File: src/rtl/udp_vlg_tx_hdr_if.sv
// Bundle between the UDP transmit controller, this header stage and the IPv4 transmit stage.
// master drives the upstream datagram and downstream request; slave is the header stage itself.
interface udp_vlg_tx_hdr_if;
    logic        in_rdy;
    logic        in_req;
    logic [15:0] in_src_port;
    logic [15:0] in_dst_port;
    logic [15:0] in_length;
    logic [15:0] in_cks;
    logic [7:0]  in_dat;
    logic        in_val;
    logic        in_sof;
    logic        in_eof;
    logic        out_rdy;
    logic        out_req;
    logic [15:0] out_length;
    logic [7:0]  out_dat;
    logic        out_val;
    logic        out_sof;
    logic        out_eof;
    logic        err;

    modport slave (
        input  in_rdy, in_src_port, in_dst_port, in_length, in_cks,
        input  in_dat, in_val, in_sof, in_eof, out_req,
        output in_req, out_rdy, out_length, out_dat, out_val, out_sof, out_eof, err
    );

    modport master (
        output in_rdy, in_src_port, in_dst_port, in_length, in_cks,
        output in_dat, in_val, in_sof, in_eof, out_req,
        input  in_req, out_rdy, out_length, out_dat, out_val, out_sof, out_eof, err
    );
endinterface

File: src/rtl/udp_vlg_tx_hdr.sv
// UDP header prepend: 8-byte UDP header followed by the upstream payload as one byte stream.
// Latency: header byte 0 one cycle after out_req; payload registered, one cycle in to out.
// Backpressure: none inside a frame; out_rdy/out_req gate frame start, in_req pulls the payload.
module udp_vlg_tx_hdr #(
    parameter int MTU     = 1500,
    parameter int TIMEOUT = 8
) (
    input  logic          i_clk,
    input  logic          i_rst,
    udp_vlg_tx_hdr_if.slave io_udp
);

    typedef struct packed {
        logic [15:0] src;
        logic [15:0] dst;
        logic [15:0] len;
        logic [15:0] cks;
    } hdr_t;

    typedef enum logic [2:0] {idle_s, pend_s, hdr_s, pld_s, drop_s} state_t;

    localparam logic [15:0] MAX_LEN = 16'(MTU - 20);
    localparam logic [15:0] TO_LAST = 16'(TIMEOUT - 1);

    state_t      r_state, w_state;
    hdr_t        r_hdr, w_hdr;
    logic [2:0]  r_cnt, w_cnt;
    logic [15:0] r_pcnt, w_pcnt;
    logic [15:0] r_tcnt, w_tcnt;
    logic        r_in_req, w_in_req;
    logic        r_out_rdy, w_out_rdy;
    logic [15:0] r_out_len, w_out_len;
    logic [7:0]  r_out_dat, w_out_dat;
    logic        r_out_val, w_out_val;
    logic        r_out_sof, w_out_sof;
    logic        r_out_eof, w_out_eof;
    logic        r_err, w_err;

    logic [7:0]  w_hdr_byte;
    logic [15:0] w_plen;
    logic        w_hdr_only;
    logic        w_bad_len;

    assign w_plen     = r_hdr.len - 16'd8;
    assign w_hdr_only = (r_hdr.len == 16'd8);
    assign w_bad_len  = (io_udp.in_length < 16'd8) || (io_udp.in_length > MAX_LEN);

    always_comb begin
        w_hdr_byte = 8'h00;
        case (r_cnt)
            3'd0: w_hdr_byte = r_hdr.src[15:8];
            3'd1: w_hdr_byte = r_hdr.src[7:0];
            3'd2: w_hdr_byte = r_hdr.dst[15:8];
            3'd3: w_hdr_byte = r_hdr.dst[7:0];
            3'd4: w_hdr_byte = r_hdr.len[15:8];
            3'd5: w_hdr_byte = r_hdr.len[7:0];
            3'd6: w_hdr_byte = r_hdr.cks[15:8];
            3'd7: w_hdr_byte = r_hdr.cks[7:0];
            default: w_hdr_byte = 8'h00;
        endcase
    end

    always_comb begin
        w_state   = r_state;
        w_hdr     = r_hdr;
        w_cnt     = r_cnt;
        w_pcnt    = r_pcnt;
        w_tcnt    = r_tcnt;
        w_out_rdy = r_out_rdy;
        w_out_len = r_out_len;
        w_out_dat = r_out_dat;
        w_in_req  = 1'b0;
        w_out_val = 1'b0;
        w_out_sof = 1'b0;
        w_out_eof = 1'b0;
        w_err     = 1'b0;

        case (r_state)
            idle_s: begin
                if (io_udp.in_rdy) begin
                    w_hdr     = '{src: io_udp.in_src_port, dst: io_udp.in_dst_port,
                                  len: io_udp.in_length,   cks: io_udp.in_cks};
                    w_out_len = io_udp.in_length;
                    w_tcnt    = '0;
                    if (w_bad_len) begin
                        w_state  = drop_s;
                        w_in_req = 1'b1;
                        w_err    = 1'b1;
                    end else begin
                        w_state   = pend_s;
                        w_out_rdy = 1'b1;
                    end
                end
            end

            pend_s: begin
                if (io_udp.out_req) begin
                    w_out_rdy = 1'b0;
                    w_out_dat = r_hdr.src[15:8];
                    w_out_val = 1'b1;
                    w_out_sof = 1'b1;
                    w_cnt     = 3'd1;
                    w_state   = hdr_s;
                end
            end

            hdr_s: begin
                w_out_dat = w_hdr_byte;
                w_out_val = 1'b1;
                w_cnt     = r_cnt + 3'd1;
                // payload request timed so the first byte lands right after header byte 7
                if (r_cnt == 3'd6 && !w_hdr_only)
                    w_in_req = 1'b1;
                if (r_cnt == 3'd7) begin
                    w_pcnt = '0;
                    w_tcnt = '0;
                    if (w_hdr_only) begin
                        w_out_eof = 1'b1;
                        w_state   = idle_s;
                    end else begin
                        w_state = pld_s;
                    end
                end
            end

            pld_s: begin
                if (io_udp.in_val) begin
                    w_out_dat = io_udp.in_dat;
                    w_out_val = 1'b1;
                    w_tcnt    = '0;
                    if (r_pcnt != w_plen)
                        w_pcnt = r_pcnt + 16'd1;
                    if (io_udp.in_eof) begin
                        w_out_eof = 1'b1;
                        w_err     = (r_pcnt + 16'd1 != w_plen);
                        w_state   = idle_s;
                    end
                end else if (r_tcnt == TO_LAST) begin
                    w_out_dat = 8'h00;
                    w_out_val = 1'b1;
                    w_out_eof = 1'b1;
                    w_err     = 1'b1;
                    w_state   = idle_s;
                end else begin
                    w_tcnt = r_tcnt + 16'd1;
                end
            end

            drop_s: begin
                if (io_udp.in_val) begin
                    w_tcnt = '0;
                    if (io_udp.in_eof)
                        w_state = idle_s;
                end else if (r_tcnt == TO_LAST) begin
                    w_state = idle_s;
                end else begin
                    w_tcnt = r_tcnt + 16'd1;
                end
            end

            default: w_state = idle_s;
        endcase
    end

    always_ff @(posedge i_clk) begin
        if (i_rst) begin
            r_state   <= idle_s;
            r_hdr     <= '0;
            r_cnt     <= '0;
            r_pcnt    <= '0;
            r_tcnt    <= '0;
            r_in_req  <= 1'b0;
            r_out_rdy <= 1'b0;
            r_out_len <= '0;
            r_out_dat <= '0;
            r_out_val <= 1'b0;
            r_out_sof <= 1'b0;
            r_out_eof <= 1'b0;
            r_err     <= 1'b0;
        end else begin
            r_state   <= w_state;
            r_hdr     <= w_hdr;
            r_cnt     <= w_cnt;
            r_pcnt    <= w_pcnt;
            r_tcnt    <= w_tcnt;
            r_in_req  <= w_in_req;
            r_out_rdy <= w_out_rdy;
            r_out_len <= w_out_len;
            r_out_dat <= w_out_dat;
            r_out_val <= w_out_val;
            r_out_sof <= w_out_sof;
            r_out_eof <= w_out_eof;
            r_err     <= w_err;
        end
    end

    assign io_udp.in_req     = r_in_req;
    assign io_udp.out_rdy    = r_out_rdy;
    assign io_udp.out_length = r_out_len;
    assign io_udp.out_dat    = r_out_dat;
    assign io_udp.out_val    = r_out_val;
    assign io_udp.out_sof    = r_out_sof;
    assign io_udp.out_eof    = r_out_eof;
    assign io_udp.err        = r_err;

endmodule

File: src/flat_wrapper.sv
// flat-port wrapper written by rule: the top's interface ports become plain ports
module udp_vlg_tx_hdr_flat 
#(
    parameter int MTU     = 1500,
    parameter int TIMEOUT = 8
)
  (i_clk, i_rst, io_udp_in_rdy, io_udp_in_src_port, io_udp_in_dst_port, io_udp_in_length, io_udp_in_cks, io_udp_in_dat, io_udp_in_val, io_udp_in_sof, io_udp_in_eof, io_udp_out_req, io_udp_in_req, io_udp_out_rdy, io_udp_out_length, io_udp_out_dat, io_udp_out_val, io_udp_out_sof, io_udp_out_eof, io_udp_err);
  udp_vlg_tx_hdr_if io_udp_i ();
  input  logic i_clk;
  input  logic i_rst;
  input wire logic [$bits(io_udp_i.in_rdy)-1:0] io_udp_in_rdy;
  input wire logic [$bits(io_udp_i.in_src_port)-1:0] io_udp_in_src_port;
  input wire logic [$bits(io_udp_i.in_dst_port)-1:0] io_udp_in_dst_port;
  input wire logic [$bits(io_udp_i.in_length)-1:0] io_udp_in_length;
  input wire logic [$bits(io_udp_i.in_cks)-1:0] io_udp_in_cks;
  input wire logic [$bits(io_udp_i.in_dat)-1:0] io_udp_in_dat;
  input wire logic [$bits(io_udp_i.in_val)-1:0] io_udp_in_val;
  input wire logic [$bits(io_udp_i.in_sof)-1:0] io_udp_in_sof;
  input wire logic [$bits(io_udp_i.in_eof)-1:0] io_udp_in_eof;
  input wire logic [$bits(io_udp_i.out_req)-1:0] io_udp_out_req;
  output wire logic [$bits(io_udp_i.in_req)-1:0] io_udp_in_req;
  output wire logic [$bits(io_udp_i.out_rdy)-1:0] io_udp_out_rdy;
  output wire logic [$bits(io_udp_i.out_length)-1:0] io_udp_out_length;
  output wire logic [$bits(io_udp_i.out_dat)-1:0] io_udp_out_dat;
  output wire logic [$bits(io_udp_i.out_val)-1:0] io_udp_out_val;
  output wire logic [$bits(io_udp_i.out_sof)-1:0] io_udp_out_sof;
  output wire logic [$bits(io_udp_i.out_eof)-1:0] io_udp_out_eof;
  output wire logic [$bits(io_udp_i.err)-1:0] io_udp_err;
  assign io_udp_i.in_rdy = io_udp_in_rdy;
  assign io_udp_i.in_src_port = io_udp_in_src_port;
  assign io_udp_i.in_dst_port = io_udp_in_dst_port;
  assign io_udp_i.in_length = io_udp_in_length;
  assign io_udp_i.in_cks = io_udp_in_cks;
  assign io_udp_i.in_dat = io_udp_in_dat;
  assign io_udp_i.in_val = io_udp_in_val;
  assign io_udp_i.in_sof = io_udp_in_sof;
  assign io_udp_i.in_eof = io_udp_in_eof;
  assign io_udp_i.out_req = io_udp_out_req;
  assign io_udp_in_req = io_udp_i.in_req;
  assign io_udp_out_rdy = io_udp_i.out_rdy;
  assign io_udp_out_length = io_udp_i.out_length;
  assign io_udp_out_dat = io_udp_i.out_dat;
  assign io_udp_out_val = io_udp_i.out_val;
  assign io_udp_out_sof = io_udp_i.out_sof;
  assign io_udp_out_eof = io_udp_i.out_eof;
  assign io_udp_err = io_udp_i.err;
  udp_vlg_tx_hdr #(.MTU(MTU), .TIMEOUT(TIMEOUT)) u_core (.i_clk(i_clk), .i_rst(i_rst), .io_udp(io_udp_i));
endmodule
File: config.mk
export PLATFORM = sky130hd
export DESIGN_NAME = udp_vlg_tx_hdr_flat
export DESIGN_NICKNAME = d
export VERILOG_FILES = /design/src/rtl/udp_vlg_tx_hdr_if.sv /design/src/rtl/udp_vlg_tx_hdr.sv /design/src/flat_wrapper.sv
export SDC_FILE = /design/constraint.sdc
export NUM_CORES = 1
export LEC_CHECK = 0
export ABC_AREA = 1
export ABC_CLOCK_PERIOD_IN_PS = 4600
export BUFFER_PORTS_ARGS = -buffer_cell sky130_fd_sc_hd__buf_2
export CORE_UTILIZATION = 40
export CTS_CLUSTER_DIAMETER = 60
export DETAILED_ROUTE_END_ITERATION = 8
export SLEW_MARGIN = 5
export SYNTH_ARGS = -nofsm -noshare
export SYNTH_HDL_FRONTEND = slang
export SYNTH_SLANG_ARGS = --single-unit
File: constraint.sdc
create_clock -name i_clk -period 4.6 [get_ports i_clk]
set_input_delay 1.38 -clock i_clk [delete_from_list [all_inputs] [get_ports i_clk]]
set_output_delay 1.38 -clock i_clk [all_outputs]
set_load 0.05 [all_outputs]
==> results summary, run 1 <==
The run finished with clean final reports. The fraction of layout cells with a size suffix above 1 came out at ~15%. The final layout contains routed wiring with a total length of around 21000 um. The H-tree was split into 4 levels. The routed wire length per instance is between 15 and 20 um. The first detailed-routing pass took 5 iterations. Between clock sinks in the finished design, the worst skew comes to 0.01257 ns.

The first global-routing pass estimated approximately 33000 um of wire. The synthesized area divided by synthesized cell count is around 6.3 um2. The normalized max-slew margin came out at 41.47%. The net switching power is 0.0008907 W. Counting stages on the worst path, the most repeated cell is sky130_fd_sc_hd__nor2_1.

The remaining routing DRC violations came out at 0. The startpoint type of the worst setup path is an input pin. The total vias in the final route came out at around 7200. For this run, the top clock speed supported by timing is around 340 MHz. The total global routing overflow is 0. The clock reaches the later pin of the worst-skew pair after 0.42 ns.

The die is 132.3 um wide. The most common cell after layout, fill and taps aside is sky130_fd_sc_hd__nand2_1. The clock slew at the register clock pins of the worst setup and hold paths came out at approximately 0.060 ns. Among all stages on the critical path, the largest delay is contributed by sky130_fd_sc_hd__o21ai_1. TritonCTS built the clock tree. The setup violation total in the final timing report came out at 0.

The number of placed I/O pins came out at about 110. In this run, distinct cell masters in the synthesized netlist total 45. The post-CTS repair timing setup buffer count is 0.

The final antenna-violating net count is 0. The internal portion of total power is just over 0.002 W. The final-report hold violation count came out at 0.

TritonCTS created 17 clock buffers. The synthesis-to-layout area growth is 17.66%. The deepest clock path buffer count is 2. The number of synthesis warnings came out at 0. The post-synthesis adder-cell area fraction is under 10%. Among all flip-flop cells after synthesis, the most frequent one is sky130_fd_sc_hd__dfxtp_1.

The maximum vdd ir drop came out at approximately 0.00033 V. The share of total power dissipated in sequential elements is a little under two fifths. The tree is rooted in a sky130_fd_sc_hd__clkbuf_16. The leakage component of the power is 3.517 nW. In this run, synthesis inferred 0 flip-flops with an integrated enable. Setup repair after global routing left no endpoint under its margin. The detailed router finished its first iteration with 478 violations.

The total power density per cell area is ~370 mW/mm2. Of the total synthesized cell area, the portion taken by AND, OR, NAND and NOR gates is 37.60%. The relative contribution of the clock network to total power came out at a little under half.

The die area is approximately 0.017 mm2. The average via count per standard cell came out at approximately 5.2. The synthesized net count is 1159. The delay of the slowest critical-path stage came out at 0.69 ns. Counting every sink on the clock net gives roughly 120. Global routing used 24.40% of the available tracks. The number of global-route vias before repair came out at roughly 6400. The number of maximum-capacitance constraint violations came out at 0.

The xor/xnor cell area share of the yosys netlist came out at 0.7742%. The worst hold slack is between 0.4 and 0.5 ns. The sum of net half-perimeters after detailed placement came out at between 15000 and 20000 um.

After synthesis, the largest family of logic cells by area is simple AND/OR/NAND/NOR gates. The shortest period the worst path allows came out at around 2.9 ns. The floorplan step defined a core boundary enclosing 0.01658 mm2. Adding up every negative setup slack in the final design gives 0 ns.

The data arrival time at the worst-slack endpoint is about 3.3 ns. The critical path contains buffers and inverters numbering 3 combined. The switching part of the total came out at a little under a third.

The part of the cycle the worst path needs is between 60% and 70%. The flip-flop and latch count after synthesis came out at between 100 and 150. The number of buffers inserted by hold repair at cts came out at 0. The fraction of synthesized area in multiplexers is 0%. The final-layout fill cell count came out at between 1500 and 2000.

The endpoint kind of the worst setup timing path is a flip-flop. The count of input and output buffers is about 110. Walking the worst path, the cells encountered are buf_2 -> inv_1 -> nand2_1 -> nor2_1 -> nor2_1 -> nand3_1 -> buf_4 -> o21ai_1 -> o21bai_1 -> nor2_1. Entering global routing, the biggest net connects 64 pins. The number of max-slew violations in the final report is 0.

The number of instances in the synthesized netlist came out at ~1100. The area occupied by registers came out at approximately 0.0023 mm2. The global placer's final weighted congestion is around 1. The area fraction in compound gates after synthesis came out at 15.45%. In the layout the commonest cells are sky130_fd_sc_hd__nand2_1 (314), sky130_fd_sc_hd__dfxtp_1 (116), sky130_fd_sc_hd__nor2_1 (110). In the final layout, the multi-input gates occupy 0.003774 mm2. Along the worst path, the maximum fanout reaches 22.

The part of the total power dissipated in combinational logic came out at ~15%. Broken down by cell family, the worst path's largest delay share belongs to compound AO/OA/AOI/OAI gates. The setup path with the least slack is of type in2reg.

The number of instances resized during post-cts repair is 0. The async set-reset flop share out of synthesis is 0%. The starting density of the core is between 40% and 50%. The total standard cell area after synthesis came out at about 0.0068 mm2.

The tightest min-delay check is of the reg2reg type. At the pin with the least slew margin, the transition time is around 0.87 ns. The number of antenna violations at the first check in global routing came to 1. At the end of the flow, the number of nets in the layout was 1232. The vertical die dimension came out at ~130 um. The required time of the worst setup path came out at 4.91 ns. Sequential elements use roughly a third of the synthesized area. The total number of placement rows came out at 47.
cells in the mapped netlist (all sizes together), types with 2 or more instances:
cell / instances / area share (%)
a31oi: 7 / 0.65
o221ai: 6 / 0.77
clkinv: 2 / 0.11
nor3: 19 / 1.4
clkbuf: 36 / 2.0
xor2: 6 / 0.77
a32oi: 6 / 0.77
a41oi: 2 / 0.26
buf: 24 / 2.6
inv: 102 / 5.6
ha: 9 / 1.7
o2111ai: 11 / 1.4
o22ai: 2 / 0.18
o21bai: 3 / 0.33
nand3: 110 / 8.4
nor2: 118 / 7.1
nor4: 5 / 0.46
dfxtp: 116 / 34
o21ai: 55 / 4.1
nor3b: 6 / 0.66
nand2: 319 / 18
nand4: 14 / 1.3
a21oi: 83 / 6.1
a211oi: 3 / 0.41
logic make-up (layout without fill, tap and decap cells):
kind of cell,count (synthesis),after routing
compound gates,182,182
flops,116,116
other cells,0,1
simple gates,594,594
fa+ha+maj,9,9
buf+inv,164,250
xor+xnor,6,6
tightest hold or removal path, delay by kind of cell (launching register included):
kind            cells  cell delay (ns)
flops               1             0.29
buf+inv             1             0.06
compound gates      1             0.06
through the flow:
step | cell area (um2) | total power (W) | utilization [%] | cells | setup WS (ns)
4_1_cts | 7984 | 0.002964 | 48.14 | 1377 | 1.610
5_1_grt | 7986 | 0.003070 | 48.16 | 1378 | 1.395
3_5_place_dp | 7362 | 0.001559 | 44.39 | 1345 | 1.168
2_1_floorplan | 6788 | 0.001437 | - | 1071 | 2.160
3_3_place_gp | 7362 | 0.001557 | 44.39 | 1345 | 1.191
6_report | 7986 | 0.002946 | 48.16 | 1378 | 1.652
layout make-up:
cell class | instances | share of cell area [%]
diodes | 1 | 0.03133
clock buffers | 17 | 5.327
clock inverters | 15 | 2.460
inverters | 104 | 4.888
multi-input cells | 791 | 47.25
flip-flops and latches | 116 | 29.08
well taps | 220 | 3.447
repair buffers | 114 | 7.520
final timing paths:
path                         start           endpoint  slack [ns]  depth (start not counted)
setup reg to reg  u_core.r_hdr[19]  u_core.r_pcnt[11]        1.84                         15
hold reg to reg   u_core.r_hdr[12]   u_core.r_hdr[12]        0.46                          2
hold / removal    u_core.r_hdr[12]   u_core.r_hdr[12]        0.46                          2
setup / recovery     io_udp_in_val  u_core.r_tcnt[11]        1.65                         10
flip-flops by register name, indices dropped and copies added, names as in the netlist:
signal / count
u_core.io_udp.out_dat: 8
u_core.r_hdr: 64
u_core.r_tcnt: 16
u_core.io_udp.out_rdy: 1
u_core.io_udp.out_val: 1
u_core.io_udp.out_eof: 1
u_core.r_cnt: 3
u_core.io_udp.out_sof: 1
u_core.io_udp.in_req: 1
u_core.io_udp.err: 1
u_core.r_pcnt: 16
u_core.r_state: 3
routing by layer:
| layer | wire, um | part of all wire, % | track usage, % |
|---|---|---|---|
| met1 | 10370 | 49 | 33.31 |
| met2 | 9530 | 45 | 38.68 |
| met3 | 1000 | 4.7 | 4.344 |
| met4 | 391 | 1.8 | 8.365 |
| met5 | 0 | 0 | 0 |
power groups by stage:
stage          logic, W  registers, W  clock network [W]
4_1_cts        0.000444       0.00110            0.00142
5_1_grt        0.000494       0.00110            0.00147
6_report       0.000445       0.00110            0.00140
3_5_place_dp   0.000441       0.00112                  0
3_3_place_gp   0.000439       0.00112                  0
2_1_floorplan  0.000328       0.00111                  0
Power figures use the tool's default switching activity.
==> inputs of run 2 (changes only) <==
Settings changed: ABC_CLOCK_PERIOD_IN_PS 4600 to 3000.
Clock period 4.6 ns to 3 ns, I/O delays scaled along.
==> results summary, run 2 (same netlist as run 1, synthesis figures left out) <==
The run finished with clean final reports. The total clock buffers created by CTS is 17. The slowest stage of the critical path belongs to the cell sky130_fd_sc_hd__dfxtp_1. The post-CTS repair timing setup buffer count is 0.

The register containing the most flip-flops in the final layout is u_core.r_hdr. The filler cells instantiated in the layout total 1803. The leakage component of the power came out at ~3.5 nW. The vertical die dimension is approximately 130 um.

Headroom to the max-slew limit came out at a little under half. The total power after layout came out at about 0.0044 W. The startpoint of the worst register-to-register path is u_core.r_hdr[20].

The number of buffers and inverters on the critical path came out at 1. The count of input and output buffers is around 110. The first-pass iteration count of the detailed router came out at 5. Setup violations remaining at the end of the flow were counted as 0. STA puts the critical path data required time at between 3 and 4 ns. Dividing the final minimum period by the clock period gives between 80% and 90%.

The most critical setup path has its endpoint at u_core.r_pcnt[11]. The setup path with the least slack is of type reg2reg. After clock tree synthesis, the clock-pin slew on the worst setup and hold paths is 0.05 ns. Traced cell by cell, the critical path runs through inv_1 -> ha_1 -> nand2_1 -> nor2_1 -> nand3_1 -> nand2_1 -> nor2_1 -> nor2_1 -> nand2_1 -> nor2_2 -> nand3_4 -> nand2_4 -> nand2_1 -> nand2_1 -> nor2_1. The total number of nets in the final design is about 1200. The startpoint type of the worst setup path is a flip-flop.

CTS placed an instance of sky130_fd_sc_hd__clkbuf_16 at the clock tree root. The number of max-slew violations in the final report is 0. The number of maximum-capacitance constraint violations is 0. The final routed wirelength across all metal layers is approximately 21000 um.

The number of instances resized during post-cts repair is 0. The clock latency of the later-clocked register in the worst-skew pair came out at approximately 0.42 ns. The minimum setup slack after placement is 0.3460 ns.

The deepest clock path buffer count came out at 2. The first-pass GRT wire length came out at 33600 um. The fraction of layout cells with a size suffix above 1 came out at roughly 15%. For the pin with the worst max-slew slack, the measured transition is between 0.8 and 0.9 ns. TritonCTS built the clock tree. The number of H-tree levels came out at 4. The largest driver fanout on the critical path is 25.

The type of the most critical hold path is reg2reg. The number of placed I/O pins is approximately 110. The cell type with the highest occurrence count on the critical path is sky130_fd_sc_hd__nand2_1. The number of cell instances on the worst register-to-register path is 15. The maximum vdd ir drop is roughly 0.00036 V. Summing all multi-input logic gate instances after layout gives 0.003774 mm2.

The total overflow left after global routing is 0. The reg-to-reg endpoint is u_core.r_pcnt[11]. The final antenna-violating net count came out at 0. The number of buffers inserted by hold repair at cts came out at 0. In the final layout, flip-flops and latches occupy between 0.002 and 0.0025 mm2. The largest net degree at the start of global routing came out at 90. The worst setup path startpoint is u_core.r_hdr[20]. For this run, design rule violations remaining after detail routing come to 0. The number of sinks driven by the clock tree is between 100 and 150. The placeable core region came out at approximately 0.017 mm2. The total power density per cell area is ~550 mW/mm2. The synthesis-to-layout area growth came out at 17.84%. Counting I/O delays and the setup requirement, the final critical path takes between 2 and 3 ns. After layout, the worst setup slack is between 0.3 and 0.4 ns.

The average via count per standard cell came out at around 5.2. Leaving out fill and tap cells, the most frequent cell in the layout is sky130_fd_sc_hd__nand2_1. The number of flip-flops in the largest register came out at 64.

The library cells used most frequently in the layout, excluding fill and tap cells, are sky130_fd_sc_hd__nand2_1 (314), sky130_fd_sc_hd__dfxtp_1 (116), sky130_fd_sc_hd__nor2_1 (110). The starting density of the core is between 40% and 50%. The critical path runs through a total of 15 cells. The die area came out at about 0.017 mm2.

The detailed router finished its first iteration with between 500 and 600 violations. The worst setup path is captured at a flip-flop. Static timing analysis puts the maximum clock frequency at roughly 380 MHz. The total number of placement rows is 47. The worst register-to-register path has a setup slack of 0.37 ns. Measured along the x axis, the die boundary spans about 130 um. The number of antenna violations at the first check in global routing came out at 2. The sum of net half-perimeters after detailed placement is between 15000 and 20000 um. The delay of the slowest critical-path stage is 0.34 ns.

The cell family contributing the most delay on the critical path is simple AND/OR/NAND/NOR gates. Setup repair after global routing left no endpoint under its margin. The number of global-route vias before repair came to about 6400. The post-route clock skew is 0.01077 ns. The data arrival time at the worst-slack endpoint is 2.91 ns. Routability-driven placement finished with a final weighted congestion of around 0.99. Global routing used 24.60% of the available tracks. The largest registers in the layout are u_core.r_hdr (64), u_core.r_pcnt (16), u_core.r_tcnt (16).

The total vias in the final route is roughly 7000. The final-report hold violation count came out at 0. Setup total negative slack on the finished layout was measured at 0 ns. The routed wire length per instance is about 15 um.
[run 2: metal layers]
| metal | vias up | GRT usage [%] | share of wire (%) |
|---|---|---|---|
| met5 | - | 0 | 0 |
| met4 | 0 | 7.663 | 1.4 |
| met3 | 20 | 5.882 | 6.1 |
| met2 | 167 | 38.30 | 45 |
| met1 | 3287 | 33.52 | 47 |
| li1 | 3693 | - | - |
[run 2: layout make-up]
type | count | share of cell area (%)
multi-input cells | 791 | 47.18
clock inverters | 13 | 1.830
well taps | 220 | 3.441
diodes | 2 | 0.06257
flip-flops and latches | 116 | 29.03
repair buffers | 120 | 7.915
clock buffers | 19 | 5.662
inverters | 104 | 4.880
[run 2: worst min-delay path by stage]
stage	start	end	cells past startpoint
5_1_grt	u_core.r_hdr[43]	u_core.r_hdr[43]	2
2_1_floorplan	u_core.r_hdr[10]	u_core.r_hdr[10]	2
3_3_place_gp	u_core.r_hdr[42]	u_core.r_hdr[42]	2
3_5_place_dp	u_core.r_hdr[42]	u_core.r_hdr[42]	2
4_1_cts	u_core.r_hdr[42]	u_core.r_hdr[42]	2
6_report	u_core.r_hdr[42]	u_core.r_hdr[42]	2
[run 2: through the flow]
step,hold slack [ns],cells,utilization [%],cell area [um2]
after CTS,0.4560,1383,48.20,7994
after detailed placement,0.4464,1351,44.59,7395
after global placement,0.4454,1351,44.59,7395
final,0.4546,1385,48.23,7999
after global routing,0.4760,1385,48.23,7999
after floorplan,0.4246,1071,-,6788
[run 2: where the power goes]
part | total, W | internal, W | switching (W)
clock network | 0.00206 | 0.00128 | 0.000786
logic | 0.000685 | 0.000211 | 0.000474
registers | 0.00168 | 0.00161 | 0.0000684
[run 2: tightest hold or removal path, cell delays in order (launching register included)]
cell                      delay [ns]
sky130_fd_sc_hd__dfxtp_1        0.30
sky130_fd_sc_hd__inv_1          0.06
sky130_fd_sc_hd__a21oi_1        0.05
